### src/rtl/dec_pkg.sv
// Shared definitions for the one-hot/thermometer decode pipe.
// Holds the mode and state encodings and a pure decode helper.
// The helper takes the vector width as an argument, so any instance width can use it.
package dec_pkg;

   localparam logic DEC_MODE_ONEHOT = 1'b0;
   localparam logic DEC_MODE_THERM  = 1'b1;

   // Occupancy of the two-entry skid buffer.
   typedef enum logic [1:0] {
      ST_EMPTY = 2'd0,
      ST_BUSY  = 2'd1,
      ST_FULL  = 2'd2
   } dec_state_t;

   // Value of output bit 'pos' for a 'width'-bit decoded vector.
   // Out-of-range indices give all-zero (one-hot) or all-one (thermometer).
   function automatic logic dec_bit(input logic [31:0] idx,
                                    input logic        mode,
                                    input logic        en,
                                    input logic [31:0] width,
                                    input logic [31:0] pos);
      logic b;
      b = 1'b0;
      if (!en)
         b = 1'b0;
      else if (idx >= width)
         b = (mode == DEC_MODE_THERM);
      else if (mode == DEC_MODE_THERM)
         b = (pos <= idx);
      else
         b = (pos == idx);
      return b;
   endfunction

   // Error flag: an enabled request whose index does not fit the vector.
   function automatic logic dec_err(input logic [31:0] idx,
                                    input logic        en,
                                    input logic [31:0] width);
      return en && (idx >= width);
   endfunction

endpackage

### src/rtl/dec_onehot_pipe_if.sv
// Request/result bundle of dec_onehot_pipe.
// Request side: in_valid/in_ready/in_idx/in_mode/in_en; result side: out_valid/out_ready/out_vec/out_err.
// master = upstream+downstream user of the block, slave = the block itself.
interface dec_onehot_pipe_if #(
   parameter int IN_W  = 4,
   parameter int OUT_W = 16
);
   logic             in_valid;
   logic             in_ready;
   logic [IN_W-1:0]  in_idx;
   logic             in_mode;
   logic             in_en;
   logic             out_valid;
   logic             out_ready;
   logic [OUT_W-1:0] out_vec;
   logic             out_err;

   modport master (
      output in_valid, in_idx, in_mode, in_en, out_ready,
      input  in_ready, out_valid, out_vec, out_err
   );

   modport slave (
      input  in_valid, in_idx, in_mode, in_en, out_ready,
      output in_ready, out_valid, out_vec, out_err
   );
endinterface

### src/rtl/skid_buf2.sv
// Generic two-entry valid/ready skid buffer (main register M feeds the output, S catches overflow).
// Latency: one cycle from input transfer to out_valid when empty; full throughput.
// Backpressure: in_ready is registered and drops only when both entries are occupied.
// Ports: clk, rst (async active-high), in_valid/in_ready/in_dat, out_valid/out_ready/out_dat.
module skid_buf2
   import dec_pkg::*;
#(
   parameter int W = 17
) (
   input  logic         clk,
   input  logic         rst,
   input  logic         in_valid,
   output logic         in_ready,
   input  logic [W-1:0] in_dat,
   output logic         out_valid,
   input  logic         out_ready,
   output logic [W-1:0] out_dat
);

   dec_state_t   state_q, state_d;
   logic [W-1:0] m_q, s_q;
   logic         rdy_q;
   logic         in_xfer, out_xfer;
   logic         load_m_in, load_m_s, load_s;

   assign in_xfer  = in_valid & rdy_q;
   assign out_xfer = (state_q != ST_EMPTY) & out_ready;

   always_comb begin
      state_d   = state_q;
      load_m_in = 1'b0;
      load_m_s  = 1'b0;
      load_s    = 1'b0;
      case (state_q)
         ST_EMPTY: begin
            if (in_xfer) begin
               load_m_in = 1'b1;
               state_d   = ST_BUSY;
            end
         end
         ST_BUSY: begin
            if (in_xfer && out_xfer) begin
               load_m_in = 1'b1;
            end else if (out_xfer) begin
               state_d = ST_EMPTY;
            end else if (in_xfer) begin
               load_s  = 1'b1;
               state_d = ST_FULL;
            end
         end
         ST_FULL: begin
            // in_ready is low here, so only the output side can move.
            if (out_xfer) begin
               load_m_s = 1'b1;
               state_d  = ST_BUSY;
            end
         end
         default: state_d = ST_EMPTY;
      endcase
   end

   always_ff @(posedge clk or posedge rst) begin
      if (rst) begin
         state_q <= ST_EMPTY;
         rdy_q   <= 1'b1;
         m_q     <= '0;
         s_q     <= '0;
      end else begin
         state_q <= state_d;
         // Registered ready: look at where we are going, never at out_ready directly.
         rdy_q   <= (state_d != ST_FULL);
         if (load_m_in)
            m_q <= in_dat;
         else if (load_m_s)
            m_q <= s_q;
         if (load_s)
            s_q <= in_dat;
      end
   end

   assign in_ready  = rdy_q;
   assign out_valid = (state_q != ST_EMPTY);
   assign out_dat   = m_q;

endmodule

### src/rtl/dec_onehot_pipe.sv
// Binary index -> one-hot or thermometer vector, registered behind a two-entry skid buffer.
// Latency: one cycle from accept to out_valid when empty; one result per cycle while out_ready = 1.
// Backpressure: registered in_ready falls only when both buffer entries hold results.
// Ports: clk, rst (async active-high), bus (slave side: in_valid/in_ready/in_idx/in_mode/in_en,
//        out_valid/out_ready/out_vec/out_err).
module dec_onehot_pipe
   import dec_pkg::*;
#(
   parameter int IN_W  = 4,
   parameter int OUT_W = 16
) (
   input  logic              clk,
   input  logic              rst,
   dec_onehot_pipe_if.slave  bus
);

   // Reject widths the decoder cannot represent before any hardware is built.
   if (IN_W < 1 || IN_W > 31 || OUT_W < 1 || OUT_W > (1 << IN_W)) begin : g_bad_width
      $error("dec_onehot_pipe: need 1 <= OUT_W <= 2**IN_W and 1 <= IN_W <= 31");
   end

   logic [31:0]      idx_ext;
   logic [OUT_W-1:0] dec_vec;
   logic             dec_e;
   logic [OUT_W:0]   out_dat;

   assign idx_ext = 32'(bus.in_idx);

   always_comb begin
      dec_vec = '0;
      for (int i = 0; i < OUT_W; i++)
         dec_vec[i] = dec_bit(idx_ext, bus.in_mode, bus.in_en, 32'(OUT_W), 32'(i));
   end

   assign dec_e = dec_err(idx_ext, bus.in_en, 32'(OUT_W));

   // Payload packs the error flag above the vector.
   skid_buf2 #(.W(OUT_W + 1)) u_skid (
      .clk       (clk),
      .rst       (rst),
      .in_valid  (bus.in_valid),
      .in_ready  (bus.in_ready),
      .in_dat    ({dec_e, dec_vec}),
      .out_valid (bus.out_valid),
      .out_ready (bus.out_ready),
      .out_dat   (out_dat)
   );

   assign bus.out_vec = out_dat[OUT_W-1:0];
   assign bus.out_err = out_dat[OUT_W];

endmodule
### src/flat_wrapper.sv
// flat-port wrapper written by rule: the top's interface ports become plain ports
module dec_onehot_pipe_flat import dec_pkg::*;
#(
   parameter int IN_W  = 4,
   parameter int OUT_W = 16
)
  (clk, rst, bus_in_valid, bus_in_idx, bus_in_mode, bus_in_en, bus_out_ready, bus_in_ready, bus_out_valid, bus_out_vec, bus_out_err);
  dec_onehot_pipe_if #(.IN_W(IN_W), .OUT_W(OUT_W)) bus_i ();
  input  logic clk;
  input  logic rst;
  input wire logic [$bits(bus_i.in_valid)-1:0] bus_in_valid;
  input wire logic [$bits(bus_i.in_idx)-1:0] bus_in_idx;
  input wire logic [$bits(bus_i.in_mode)-1:0] bus_in_mode;
  input wire logic [$bits(bus_i.in_en)-1:0] bus_in_en;
  input wire logic [$bits(bus_i.out_ready)-1:0] bus_out_ready;
  output wire logic [$bits(bus_i.in_ready)-1:0] bus_in_ready;
  output wire logic [$bits(bus_i.out_valid)-1:0] bus_out_valid;
  output wire logic [$bits(bus_i.out_vec)-1:0] bus_out_vec;
  output wire logic [$bits(bus_i.out_err)-1:0] bus_out_err;
  assign bus_i.in_valid = bus_in_valid;
  assign bus_i.in_idx = bus_in_idx;
  assign bus_i.in_mode = bus_in_mode;
  assign bus_i.in_en = bus_in_en;
  assign bus_i.out_ready = bus_out_ready;
  assign bus_in_ready = bus_i.in_ready;
  assign bus_out_valid = bus_i.out_valid;
  assign bus_out_vec = bus_i.out_vec;
  assign bus_out_err = bus_i.out_err;
  dec_onehot_pipe #(.IN_W(IN_W), .OUT_W(OUT_W)) u_core (.clk(clk), .rst(rst), .bus(bus_i));
endmodule
### config.mk
export PLATFORM = sky130hd
export DESIGN_NAME = dec_onehot_pipe_flat
export DESIGN_NICKNAME = d
export VERILOG_FILES = /design/src/rtl/dec_pkg.sv /design/src/rtl/dec_onehot_pipe_if.sv /design/src/rtl/skid_buf2.sv /design/src/rtl/dec_onehot_pipe.sv /design/src/flat_wrapper.sv
export SDC_FILE = /design/constraint.sdc
export NUM_CORES = 1
export LEC_CHECK = 0
export BUFFER_PORTS_ARGS = -buffer_cell sky130_fd_sc_hd__buf_4
export CORE_AREA = 2 2 77 79
export DETAILED_ROUTE_END_ITERATION = 16
export DIE_AREA = 0 0 79 81
export PLACE_DENSITY = 0.58
export RECOVER_POWER = 100
export REMOVE_ABC_BUFFERS = 1
export SETUP_SLACK_MARGIN = 0.5
export SLEW_MARGIN = 10
export SYNTH_ARGS = -nofsm -noshare
export SYNTH_HDL_FRONTEND = slang
export SYNTH_SLANG_ARGS = --single-unit
### constraint.sdc
create_clock -name clk -period 1.9 [get_ports clk]
set_input_delay 0.38 -clock clk [delete_from_list [all_inputs] [get_ports clk]]
set_output_delay 0.38 -clock clk [all_outputs]
set_load 0.05 [all_outputs]
## Word-level counts from Yosys, hierarchy flattened

Cells that the tools add are included.

| storage, ports and cells | value |
|---|---|
| output and inout bits | 19 |
| word-level logic and storage cells | 111 |
| bits in registers | 37 |

| cells by class | value |
|---|---|
| muxes and demuxes | 64 |
| reduce and logical (&&, ||, !) cells | 6 |
| eq/ne operators | 18 |
| bitwise logic cells | 2 |
| $lt $le $gt $ge | 17 |

Operator list:

| operator | number |
|---|---|
| two-way mux 1 bit | 55 |
| two-way mux 17 bit | 2 |
| equality test 4 bit, first input constant | 8 |
| less-or-equal comparator 4 bit, first input constant | 8 |
| logical NOT 32 bit | 1 |
| equality test 3 x 4 -> 1 bit, first input constant | 4 |
| less-or-equal comparator 3 x 4 -> 1 bit, first input constant | 4 |
| two-way mux 2 bit | 5 |
| equality test 2 x 4 -> 1 bit, first input constant | 2 |
| less-or-equal comparator 1 x 4 -> 1 bit, first input constant | 2 |
| less-or-equal comparator 2 x 4 -> 1 bit, first input constant | 2 |
| case mux 2 bit (3 select lines) | 1 |
| greater-or-equal comparator 4 x 5 -> 1 bit, second input constant | 1 |
| equality test 1 x 4 -> 1 bit, first input constant | 1 |
| nonzero test 2 bit | 2 |
| bitwise AND 1 bit | 2 |
| equality test 2 x 1 -> 1 bit, second input constant | 1 |
| equality test 2 bit, second input constant | 1 |
| logical AND 1 bit | 2 |
| logical NOT 2 bit | 1 |
| != test 2 bit, second input constant | 1 |
| case mux 1 bit (2 select lines) | 1 |

## Logic depth before layout (Yosys ltp)

Gate-level depths: netlist of run 1.

| logic depth | value |
|---|---|
| depth in word-level cells | 6 |
| depth in mapped cells | 5 |

## By module

A second synthesis of run 1 with hierarchy kept.

| second synthesis, totals | value |
|---|---|
| cell total of the unflattened synthesis | 161 |
| area, all modules | 2004.4 um2 |

By module, submodules not included:

| module | area each (um2) | sequential area each (um2) | instances | cells an instance |
|---|---|---|---|---|
| skid_buf2 | 1705.4 | 927.1 | 1 | 111 |
| dec_onehot_pipe | 299.0 | 0.0 | 1 | 50 |

## Least setup slack after synthesis of run 1

No wires, ideal clock.

| timing path | value |
|---|---|
| path kind | flip-flop to flip-flop |
| start | register u_core.u_skid.rdy_q (netlist: u_core.u_skid.in_ready) |
| end | register u_core.u_skid.m_q[4] (netlist: u_core.u_skid.out_dat[4]) |
| stages on the path, launching flop included | 5 |
| path buffers | 1 |
| data required time | 1775 ps |
| arrival time | 1504 ps |
| period minus slack after synthesis | 1629 ps |
| slack | 271 ps |
| cell sequence | dfstp_2 -> and3b_1 -> nand2_1 -> buf_4 -> mux2_4 |

| on the way | value |
|---|---|
| longest elaborated chain between the ends | 5 |
| elaborated cells on any way between the ends | 7 |
| those cells by class | mux (4); bitwise (1); reduce/logical (2) |

RTL lines:

| item | RTL line | source |
|---|---|---|
| start: declaration | skid_buf2.sv:22 | `logic rdy_q;` |
| start signal: assignment | skid_buf2.sv:71 | `rdy_q <= (state_d != ST_FULL);` |
| bitwise AND 1 bit (*) | skid_buf2.sv:26 | `assign in_xfer = in_valid & rdy_q;` |
| logical AND 1 bit | skid_buf2.sv:42 | `if (in_xfer && out_xfer) begin` |
| two-way mux 1 bit | skid_buf2.sv:42 |  |
| case mux 1 bit (2 select lines) (*) | skid_buf2.sv:34 | `case (state_q)` |
| two-way mux 17 bit or nonzero test 2 bit (tied branches) | -- |  |
| end signal: assignment | skid_buf2.sv:73 | `m_q <= in_dat;` |
| end signal: assignment | skid_buf2.sv:75 | `m_q <= s_q;` |
| end: declaration | skid_buf2.sv:21 | `logic [W-1:0] m_q, s_q;` |

Mark *: on every way between the ends. The rest lies on a longest branch, timed or not.
A chain may end at the register's enable or synchronous reset.

## Final worst setup path of run 1

| timing path | value |
|---|---|
| start | register u_core.u_skid.rdy_q (netlist: u_core.u_skid.in_ready) |
| end | output bus_in_ready |

RTL lines:

| item | RTL line | source |
|---|---|---|
| end: declaration | flat_wrapper.sv:16 | `output wire logic [$bits(bus_i.in_ready)-1:0] bus_in_ready;` |

No word-level cell between the ends.

==> flow_summary.json, run 1 <==
{
  "insertion_delay_ns": 0.29,
  "crit_chain": "dlymetal6s2s_1",
  "dp_cells": 263,
  "grt_pass1_vias": 1337,
  "drt-pass1-iter-count": 4,
  "drt_drc_violations_left": 0,
  "dpl.hpwl_microns": 2925,
  "gp_congestion": 0.7864,
  "wire_per_inst_microns": 15.16,
  "cts_htree_levels": 2,
  "synth_mux_area_share_pct": 18.74,
  "antenna_found_initial": 0,
  "coreArea_sq_um": 5675,
  "grt_pass1_wl_microns": 6955,
  "cap_violations": 0,
  "powerDensity_nw_per_um2": 1356,
  "die_h_microns": 81,
  "yosys.area_share.simple_pct": 14.19,
  "instances_no_fill": 274,
  "rsz0062_at_grt": "yes",
  "synth_seq_cells": 35,
  "finalSetupViolations": 0,
  "die_x_microns": 79,
  "cp.buffers_inverters": 1,
  "p_leak_nw": 1.025,
  "tightest_slew_ns": 0.8703,
  "synth-async-reset-ratio_pct": 100.0,
  "synth_cell_types": 43,
  "hold_viol": 0,
  "crit_family": "flip-flops",
  "std_cell_rows": 28,
  "cts_tree": "yes",
  "final.period_utilization_pct": 88.03,
  "worstSetupStartpointType": "flip-flop",
  "grt_max_degree": 36,
  "area_delta_synth_final_pct": 18.74,
  "period_minus_slack_ns": 1.673,
  "hold_buffers": 0,
  "yosysWarnings": 0,
  "synth_fa_ha_area_share_pct": 0,
  "grt-ovfl-total": 0,
  "hold_path.class": "primary input to flip-flop",
  "diodes": 0,
  "syn_area_sq_um": 1869,
  "netlist_instances": 168,
  "cp-end-kind": "output port",
  "slew_headroom_pct": 41.98,
  "fill_cells": 619,
  "worstSetupPathType": "flip-flop to output port",
  "skew_ns": 0.004695,
  "fin_util_pct": 39.11,
  "detail_route.iter0.violations": 70,
  "synth_top_area_cell": "dfrtp_1",
  "hold_ws_ns": 0.2737,
  "worst-endpoint-required_ns": 1.52,
  "avgSynthCellArea_sq_um": 11.13,
  "cts_buffer_depth": 2,
  "synth_compound_area_share_pct": 14.93,
  "fin_tns_setup_ns": 0,
  "wl_microns": 4154,
  "synth_edf_count": 0,
  "via_count": 1361,
  "cts_root_buf": "clkbuf_8",
  "finalPower_mw": 3.009,
  "maxSlewViolCount": 0,
  "finish.net_count": 208,
  "cts_buffers": 5,
  "grt_use_total_pct": 14.22,
  "cp.arrival_ns": 1.29,
  "dieArea_sq_um": 6399,
  "status": "complete, no violations",
  "start_util_pct": 32.94,
  "clock_sinks": 35,
  "ios": 29,
  "port_buffers": 27,
  "drtAntennaViolNets": 0,
  "ir_worst_vdd_v": 0.0004940,
  "synth_top_family_by_area": "multiplexers",
  "synthTopCellsByArea": "dfrtp_1 (46%), mux2i_1 (9.1%), mux2_2 (4.8%)",
  "max_freq_mhz": 597.9,
  "max_stage_delay_ns": 0.56,
  "viasPerCell": 4.967,
  "crit_fanout": 4,
  "clk_pin_slew_ns": 0.07,
  "synth_top_area_share_pct": 45.52,
  "synth-main-ff-cell": "dfrtp_1",
  "slowest_stage": "dfstp_1",
  "yosysSeqAreaShare_pct": 46.92,
  "drive_gt1_share_pct": 19.10,
  "synth_xor_area_share_pct": 0.4685
}
[layout by cell type, fill, tap and decap left out, drive strengths merged, types with 2 or more instances in the layout]
cell and count:
or2 2, nor3 2, and2 6, a221o 5, clkbuf 29, a21oi 4, and3b 2, o31ai 8
mux2i 17, o211ai 2, nand3b 4, mux2 14, nor2 5, and3 2, nand2b 2, buf 14
o21ai 15, dfrtp 34, nand2 8, nor2b 2, or3 2, inv 3, nand4b 2, a21o 2
[per-layer routing]
layer / vias to the layer above / track usage, % / routed length (microns)
met5: - / 0 / 0
met2: 28 / 22.03 / 1899
met3: 6 / 4.111 / 181
met4: 0 / 4.138 / 48
li1: 673 / - / -
met1: 654 / 19.44 / 2024
[sequential cells by signal (all words and copies together) (netlist names)]
signal,count
u_core.u_skid.state_q,2
u_core.u_skid.s_q,16
u_core.u_skid.in_ready,1
u_core.u_skid.out_dat,16
[through the flow]
| step | worst slack [ns] | cell area [sq um] |
|---|---|---|
| global route | 0.1815 | 2220 |
| global placement | 0.3773 | 2137 |
| finish | 0.2275 | 2220 |
| detailed placement | 0.3424 | 2137 |
| CTS | 0.3676 | 2277 |
| floorplan | 0.09893 | 1795 |
[power by group]
part	leakage [nW]	switching [mW]	internal (mW)	total (mW)
registers	0.461	0.146	0.997	1.14
clock network	0.0515	0.258	0.331	0.588
logic	0.512	0.848	0.430	1.28
total	1.02	1.25	1.76	3.01
[synthesized netlist by cell type (2+ instances only)]
master    instances
and3b_1           2
a221o_1           5
buf_4             3
nand2b_1          2
nand4b_1          2
clkbuf_1          4
o31ai_1           8
mux2_4            6
dfrtp_1          34
a21oi_1           3
nor3_1            2
a21o_1            2
mux2i_1          17
buf_2             5
nor2b_1           2
and3_1            2
nand2_1           8
nand3b_1          3
mux2_2            8
inv_1             3
or3_1             2
o211ai_1          2
or2_2             2
nor2_1            4
o21ai_0          15
and2_0            5
[what timing repair did]
item                                   in CTS  in global routing
setup buffers                               0                  3
gates resized for setup                    12                 15
endpoints found under the hold margin       0                  0
setup endpoints to repair                  26                 35
pin swaps                                   2                  8
[path summary, 6_finish.rpt]
path                                     startpoint                  endpoint  slack [ns]  cells past startpoint
max in group asynchronous                       rst  u_core.u_skid.state_q[1]        0.96                      3
max                          u_core.u_skid.in_ready              bus_in_ready        0.23                      1
max reg2reg                u_core.u_skid.state_q[0]  u_core.u_skid.state_q[0]        0.32                      4
min                                   bus_out_ready  u_core.u_skid.state_q[1]        0.27                      2
min reg2reg                   u_core.u_skid.s_q[10]     u_core.u_skid.s_q[10]        0.48                      1
min in group asynchronous                       rst  u_core.u_skid.state_q[0]        0.35                      3
[cells by family (layout without fill, tap and decap cells)]
group / Yosys count / count (layout)
other cells: 1 / 1
mux: 31 / 31
simple gates: 43 / 43
flops: 35 / 35
compound gates: 41 / 41
buf+inv: 16 / 47
xor+xnor: 1 / 1
[area by class of cell]
cell class | instances | area, sq um | share of cell area, %
multi-input cells | 117 | 898.4 | 40.47
flip-flops and latches | 35 | 879.6 | 39.63
repair buffers | 36 | 236.5 | 10.65
clock buffers | 8 | 100.1 | 4.510
well taps | 75 | 93.84 | 4.228
inverters | 3 | 11.26 | 0.5073
Note: power is estimated with default switching activity, not from simulation.
==> inputs of run 2 (changes only) <==
Settings changed: PLACE_DENSITY 0.58 to 0.6.
Clock period 1.9 ns to 1.5 ns, I/O delays scaled along.
==> run 2 against run 1 <==
Effect of this change:
- the run now ends with hold timing left
- total power increased by 34%
- clock skew rose by 0.0015 ns
- combinational power rose by 53%
- clock power grew 8.2%
- cell count increased by 5.8%
==> flow_summary.json, run 2 (synthesis gave the netlist of run 1 again) <==
{
  "cp-end-kind": "flip-flop",
  "std_cell_rows": 28,
  "ir_worst_vdd_v": 0.0007035,
  "area_delta_synth_final_pct": 28.38,
  "via_count": 1418,
  "antenna_found_initial": 0,
  "die_h_microns": 81,
  "grt_pass1_vias": 1438,
  "cp.arrival_ns": 1.61,
  "drtAntennaViolNets": 0,
  "grt_use_total_pct": 14.27,
  "max_freq_mhz": 693.5,
  "status": "complete, but fails checks",
  "port_buffers": 27,
  "crit_fanout": 6,
  "clk_pin_slew_ns": 0.07,
  "fin_tns_setup_ns": 0,
  "viasPerCell": 4.890,
  "failed_checks": "hold timing",
  "cts_root_buf": "clkbuf_8",
  "cts_htree_levels": 2,
  "drt_drc_violations_left": 0,
  "hold_ws_ns": -0.01987,
  "grt_pass1_wl_microns": 6989,
  "cts_buffers": 5,
  "maxSlewViolCount": 0,
  "start_util_pct": 32.94,
  "coreArea_sq_um": 5675,
  "die_x_microns": 79,
  "finalPower_mw": 4.040,
  "gp_congestion": 0.7766,
  "grt-ovfl-total": 0,
  "finalSetupViolations": 0,
  "slew_headroom_pct": 41.72,
  "clock_sinks": 35,
  "hold_path.class": "primary input to asynchronous set/reset pin",
  "hold_viol": 7,
  "drive_gt1_share_pct": 38.60,
  "p_leak_nw": 1.164,
  "layout_commonest_cell": "dfrtp_1",
  "worstSetupPathType": "flip-flop to flip-flop",
  "diodes": 0,
  "dpl.hpwl_microns": 3070,
  "finish.net_count": 224,
  "hold_buffers": 0,
  "rsz0062_at_grt": "yes",
  "grt_max_degree": 19,
  "worstSetupStartpointType": "flip-flop",
  "wl_microns": 4217,
  "insertion_delay_ns": 0.28,
  "ios": 29,
  "wire_per_inst_microns": 14.54,
  "skew_ns": 0.006220,
  "cap_violations": 0,
  "final.period_utilization_pct": 96.13,
  "worst-endpoint-required_ns": 1.67,
  "tightest_slew_ns": 0.8742,
  "layout_common_cells": "dfrtp_1 (34), buf_4 (25), mux2i_1 (16), clkbuf_2 (16), o21ai_0 (15)",
  "dieArea_sq_um": 6399,
  "period_minus_slack_ns": 1.442,
  "detail_route.iter0.violations": 49,
  "cts_tree": "yes",
  "cts_buffer_depth": 2,
  "powerDensity_nw_per_um2": 1683,
  "drt-pass1-iter-count": 4
}
-- run 2: changes by cell type in the layout (fill, tap and decap cells not counted), moves of 2 or more --
cell | before | now
and3b_2 | 0 | 2
buf_4 | 10 | 25
dfrtp_2 | 2 | 0
mux2_2 | 1 | 8
clkbuf_8 | 7 | 5
dfrtp_1 | 32 | 34
and3b_1 | 2 | 0
clkbuf_2 | 3 | 16
buf_6 | 2 | 5
mux2_1 | 8 | 0
clkbuf_1 | 18 | 4
-- run 2: worst paths after layout --
check | startpoint | depth (start not counted) | slack, ns | end
max | u_core.u_skid.state_q[0] | 3 | 0.06 | u_core.u_skid.out_dat[1]
min | rst | 2 | -0.02 | u_core.u_skid.s_q[9]
max reg2reg | u_core.u_skid.state_q[0] | 3 | 0.06 | u_core.u_skid.out_dat[1]
min reg2reg | u_core.u_skid.s_q[2] | 1 | 0.50 | u_core.u_skid.s_q[2]
max in group asynchronous | rst | 3 | 0.42 | u_core.u_skid.s_q[12]
min in group clk | bus_out_ready | 2 | 0.22 | u_core.u_skid.state_q[1]
-- run 2: area by class of cell --
cell class | count | area (sq um)
clock buffers | 7 | 76.32
flip-flops and latches | 35 | 877.1
clock inverters | 1 | 5.005
inverters | 3 | 11.26
fillers | 581 | 3276
repair buffers | 52 | 394.1
well taps | 75 | 93.84
multi-input cells | 117 | 942.2
-- run 2: where the power goes --
part           internal (mW)  leakage [nW]  total [mW]  switching (mW)
Combinational          0.813         0.658        1.96            1.15
Sequential              1.26         0.464        1.44           0.183
Clock                  0.325        0.0422       0.636           0.311
Total                   2.40          1.16        4.04            1.64
-- run 2: critical path, cell delays in order (launching register included) --
cell      delay, ns
dfrtp_1        0.43
nand3b_1       0.30
mux2_4         0.35
mux2_4         0.25
-- run 2: per-stage QoR --
step	util, %	area, sq um	worst slack, ns	cells
detailed placement	39.02	2215	-0.01429	270
floorplan	-	1795	-0.2955	155
global placement	39.02	2215	0.02965	270
CTS	43.92	2492	0.05015	289
finish	42.28	2400	0.05804	290
global route	42.28	2400	-0.01158	290
-- run 2: repair_timing --
| item | in CTS | in global routing |
|---|---|---|
| setup endpoints to repair | 53 | 53 |
| pin swaps | 6 | 3 |
| gates resized for setup | 29 | 6 |
| setup buffers | 11 | 1 |
-- run 2: metal layers --
| layer | share of wire (%) | GRT usage, % | wire length [microns] | vias up |
|---|---|---|---|---|
| li1 | - | - | - | 704 |
| met1 | 48 | 20.11 | 2014 | 677 |
| met2 | 46 | 21.86 | 1928 | 33 |
| met3 | 5.5 | 3.000 | 234 | 4 |
| met4 | 0.95 | 4.828 | 40 | 0 |
| met5 | 0 | 0 | 0 | - |
==> inputs of run 3 (changes only) <==
Settings changed: CELL_PAD_IN_SITES_DETAIL_PLACEMENT set to 0, CELL_PAD_IN_SITES_GLOBAL_PLACEMENT set to 1, CORE_AREA 2 2 77 79 to 2 2 72 74, DIE_AREA 0 0 79 81 to 0 0 74 76, PLACE_DENSITY 0.6 to 0.79.
==> run 3 against run 2 <==
Effect of this change:
- clock skew up 0.0013 ns
- global-route usage up 3.4 points
- via count up 1.8%
- largest cell class unchanged
- the run now ends clean
- clock power up 33%
- register-to-register slack about the same
- highest routed layer unchanged
- combinational power up 4%
- setup slack better by 0.00072 ns
==> flow_summary.json, run 3 (synthesis gave the netlist of run 1 again) <==
{
  "status": "complete, no violations",
  "worstSetupPathType": "flip-flop to flip-flop",
  "layout_common_cells": "dfrtp_1 (34), buf_4 (24), clkbuf_2 (18), mux2i_1 (17), o21ai_0 (11)",
  "drt_drc_violations_left": 0,
  "max_stage_delay_ns": 0.58,
  "layout_commonest_cell": "dfrtp_1",
  "wire_per_inst_microns": 15.59,
  "die_h_microns": 76,
  "cts_root_buf": "clkbuf_8",
  "path_depth": 4,
  "dpl.hpwl_microns": 2991,
  "crit_chain": "nand3b_4 -> nor2_4 -> buf_12 -> mux2_1",
  "clk_pin_slew_ns": 0.08,
  "viasPerCell": 5.045,
  "hold_path.class": "primary input to flip-flop",
  "grt-ovfl-total": 0,
  "fill_cells": 465,
  "grt_pass1_vias": 1476,
  "gp_congestion": 0.7694,
  "port_buffers": 27,
  "cp.arrival_ns": 1.62,
  "dieArea_sq_um": 5624,
  "die_x_microns": 74,
  "grt_max_degree": 36,
  "start_util_pct": 38.05,
  "hold_viol": 0,
  "cts_buffers": 5,
  "insertion_delay_ns": 0.29,
  "p_leak_nw": 1.215,
  "detail_route.iter0.violations": 44,
  "worst_r2r_path_depth": 4,
  "drt-pass1-iter-count": 4,
  "crit_fanout": 8,
  "finish.net_count": 225,
  "ir_worst_vdd_v": 0.0006004,
  "slowest_stage": "dfstp_2",
  "ios": 29,
  "rsz0062_at_grt": "yes",
  "cap_violations": 0,
  "via_count": 1443,
  "tightest_slew_ns": 0.8792,
  "hold-path-cell-count": 2,
  "cp-end-kind": "flip-flop",
  "fin_tns_setup_ns": 0,
  "cts_htree_levels": 2,
  "finalPower_mw": 4.337,
  "cts_buffer_depth": 2,
  "maxSlewViolCount": 0,
  "std_cell_rows": 26,
  "clock_sinks": 35,
  "coreArea_sq_um": 4912,
  "worstSetupStartpointType": "flip-flop",
  "grt_use_total_pct": 17.65,
  "antenna_found_initial": 0,
  "drive_gt1_share_pct": 42.59,
  "crit_family": "flip-flops",
  "slew_headroom_pct": 41.38,
  "wl_microns": 4460,
  "grt_pass1_wl_microns": 7576,
  "skew_ns": 0.007471,
  "finalSetupViolations": 0,
  "period_minus_slack_ns": 1.441,
  "diodes": 0,
  "final.period_utilization_pct": 96.08,
  "powerDensity_nw_per_um2": 1756,
  "max_freq_mhz": 693.8,
  "cts_tree": "yes",
  "worst-endpoint-required_ns": 1.67,
  "area_delta_synth_final_pct": 32.13,
  "drtAntennaViolNets": 0,
  "cp.buffers_inverters": 1
}
[run 3: changes by cell type in the layout (fill, tap and decap cells not counted), moves of 3 or more]
cell	delta
mux2_2	-8
clkbuf_1	-4
mux2_1	+4
mux2_4	+4
o21ai_0	-4
o31ai_1	-4
o31ai_2	+4
clkbuf_4	+3
o21ai_2	+3
[run 3: repair_timing]
| item | CTS | global route |
|---|---|---|
| pin swaps | 8 | 1 |
| hold buffers | 0 | 0 |
| buffers inserted | 8 | 6 |
| endpoints found under the setup margin | 53 | 53 |
| gates cloned | 0 | 0 |
| gates resized for setup | 59 | 12 |
[run 3: worst paths after layout]
check,start,to,slack (ns)
setup / recovery,u_core.u_skid.in_ready,u_core.u_skid.s_q[1],0.06
hold / removal,bus_out_ready,u_core.u_skid.state_q[1],0.21
setup reg to reg,u_core.u_skid.in_ready,u_core.u_skid.s_q[1],0.06
hold reg to reg,u_core.u_skid.s_q[13],u_core.u_skid.s_q[13],0.49
max in group asynchronous,rst,u_core.u_skid.s_q[3],0.68
min in group asynchronous,rst,u_core.u_skid.s_q[9],0.27
[run 3: area by class of cell]
type	count	area, sq um	share of cell area, %
clock buffer	5	68.82	2.786
timing repair buffer	53	399.1	16.16
clock inverter	3	43.79	1.773
tap	70	87.58	3.546
inverter	3	11.26	0.4559
multi-input combinational	117	982.2	39.77
sequential	35	877.1	35.51
[run 3: worst reg2reg max path, stage by stage (launching register included)]
cell and delay, ns:
dfstp_2 0.58, nand3b_4 0.13, nor2_4 0.15, buf_12 0.14
mux2_1 0.33
[run 3: power by group]
| group | internal, mW | leakage [nW] | total [mW] | switching [mW] |
|---|---|---|---|---|
| Clock | 0.495 | 0.0581 | 0.849 | 0.354 |
| Combinational | 0.846 | 0.693 | 2.03 | 1.18 |
| Sequential | 1.26 | 0.464 | 1.46 | 0.200 |
| Total | 2.60 | 1.22 | 4.34 | 1.74 |
[run 3: stage by stage]
step | area [sq um] | hold slack, ns | setup slack (ns) | util, % | std cells
5_1_grt | 2470 | 0.1997 | 0.009121 | 50.28 | 286
2_1_floorplan | 1795 | 0.3664 | -0.2955 | - | 155
6_report | 2470 | 0.2076 | 0.05876 | 50.28 | 286
4_1_cts | 2572 | 0.05103 | 0.05639 | 52.37 | 280
3_5_place_dp | 2188 | 0.3730 | 0.01076 | 44.55 | 264
3_3_place_gp | 2188 | 0.3717 | 0.02605 | 44.55 | 264
[run 3: layer usage]
metal / up-vias / track usage (%) / share of wire (%)
met3: 6 / 3.571 / 2.0
met4: 0 / 7.273 / 2.2
met5: - / 0 / 0
li1: 710 / - / -
met2: 22 / 27.05 / 50
met1: 705 / 24.11 / 45
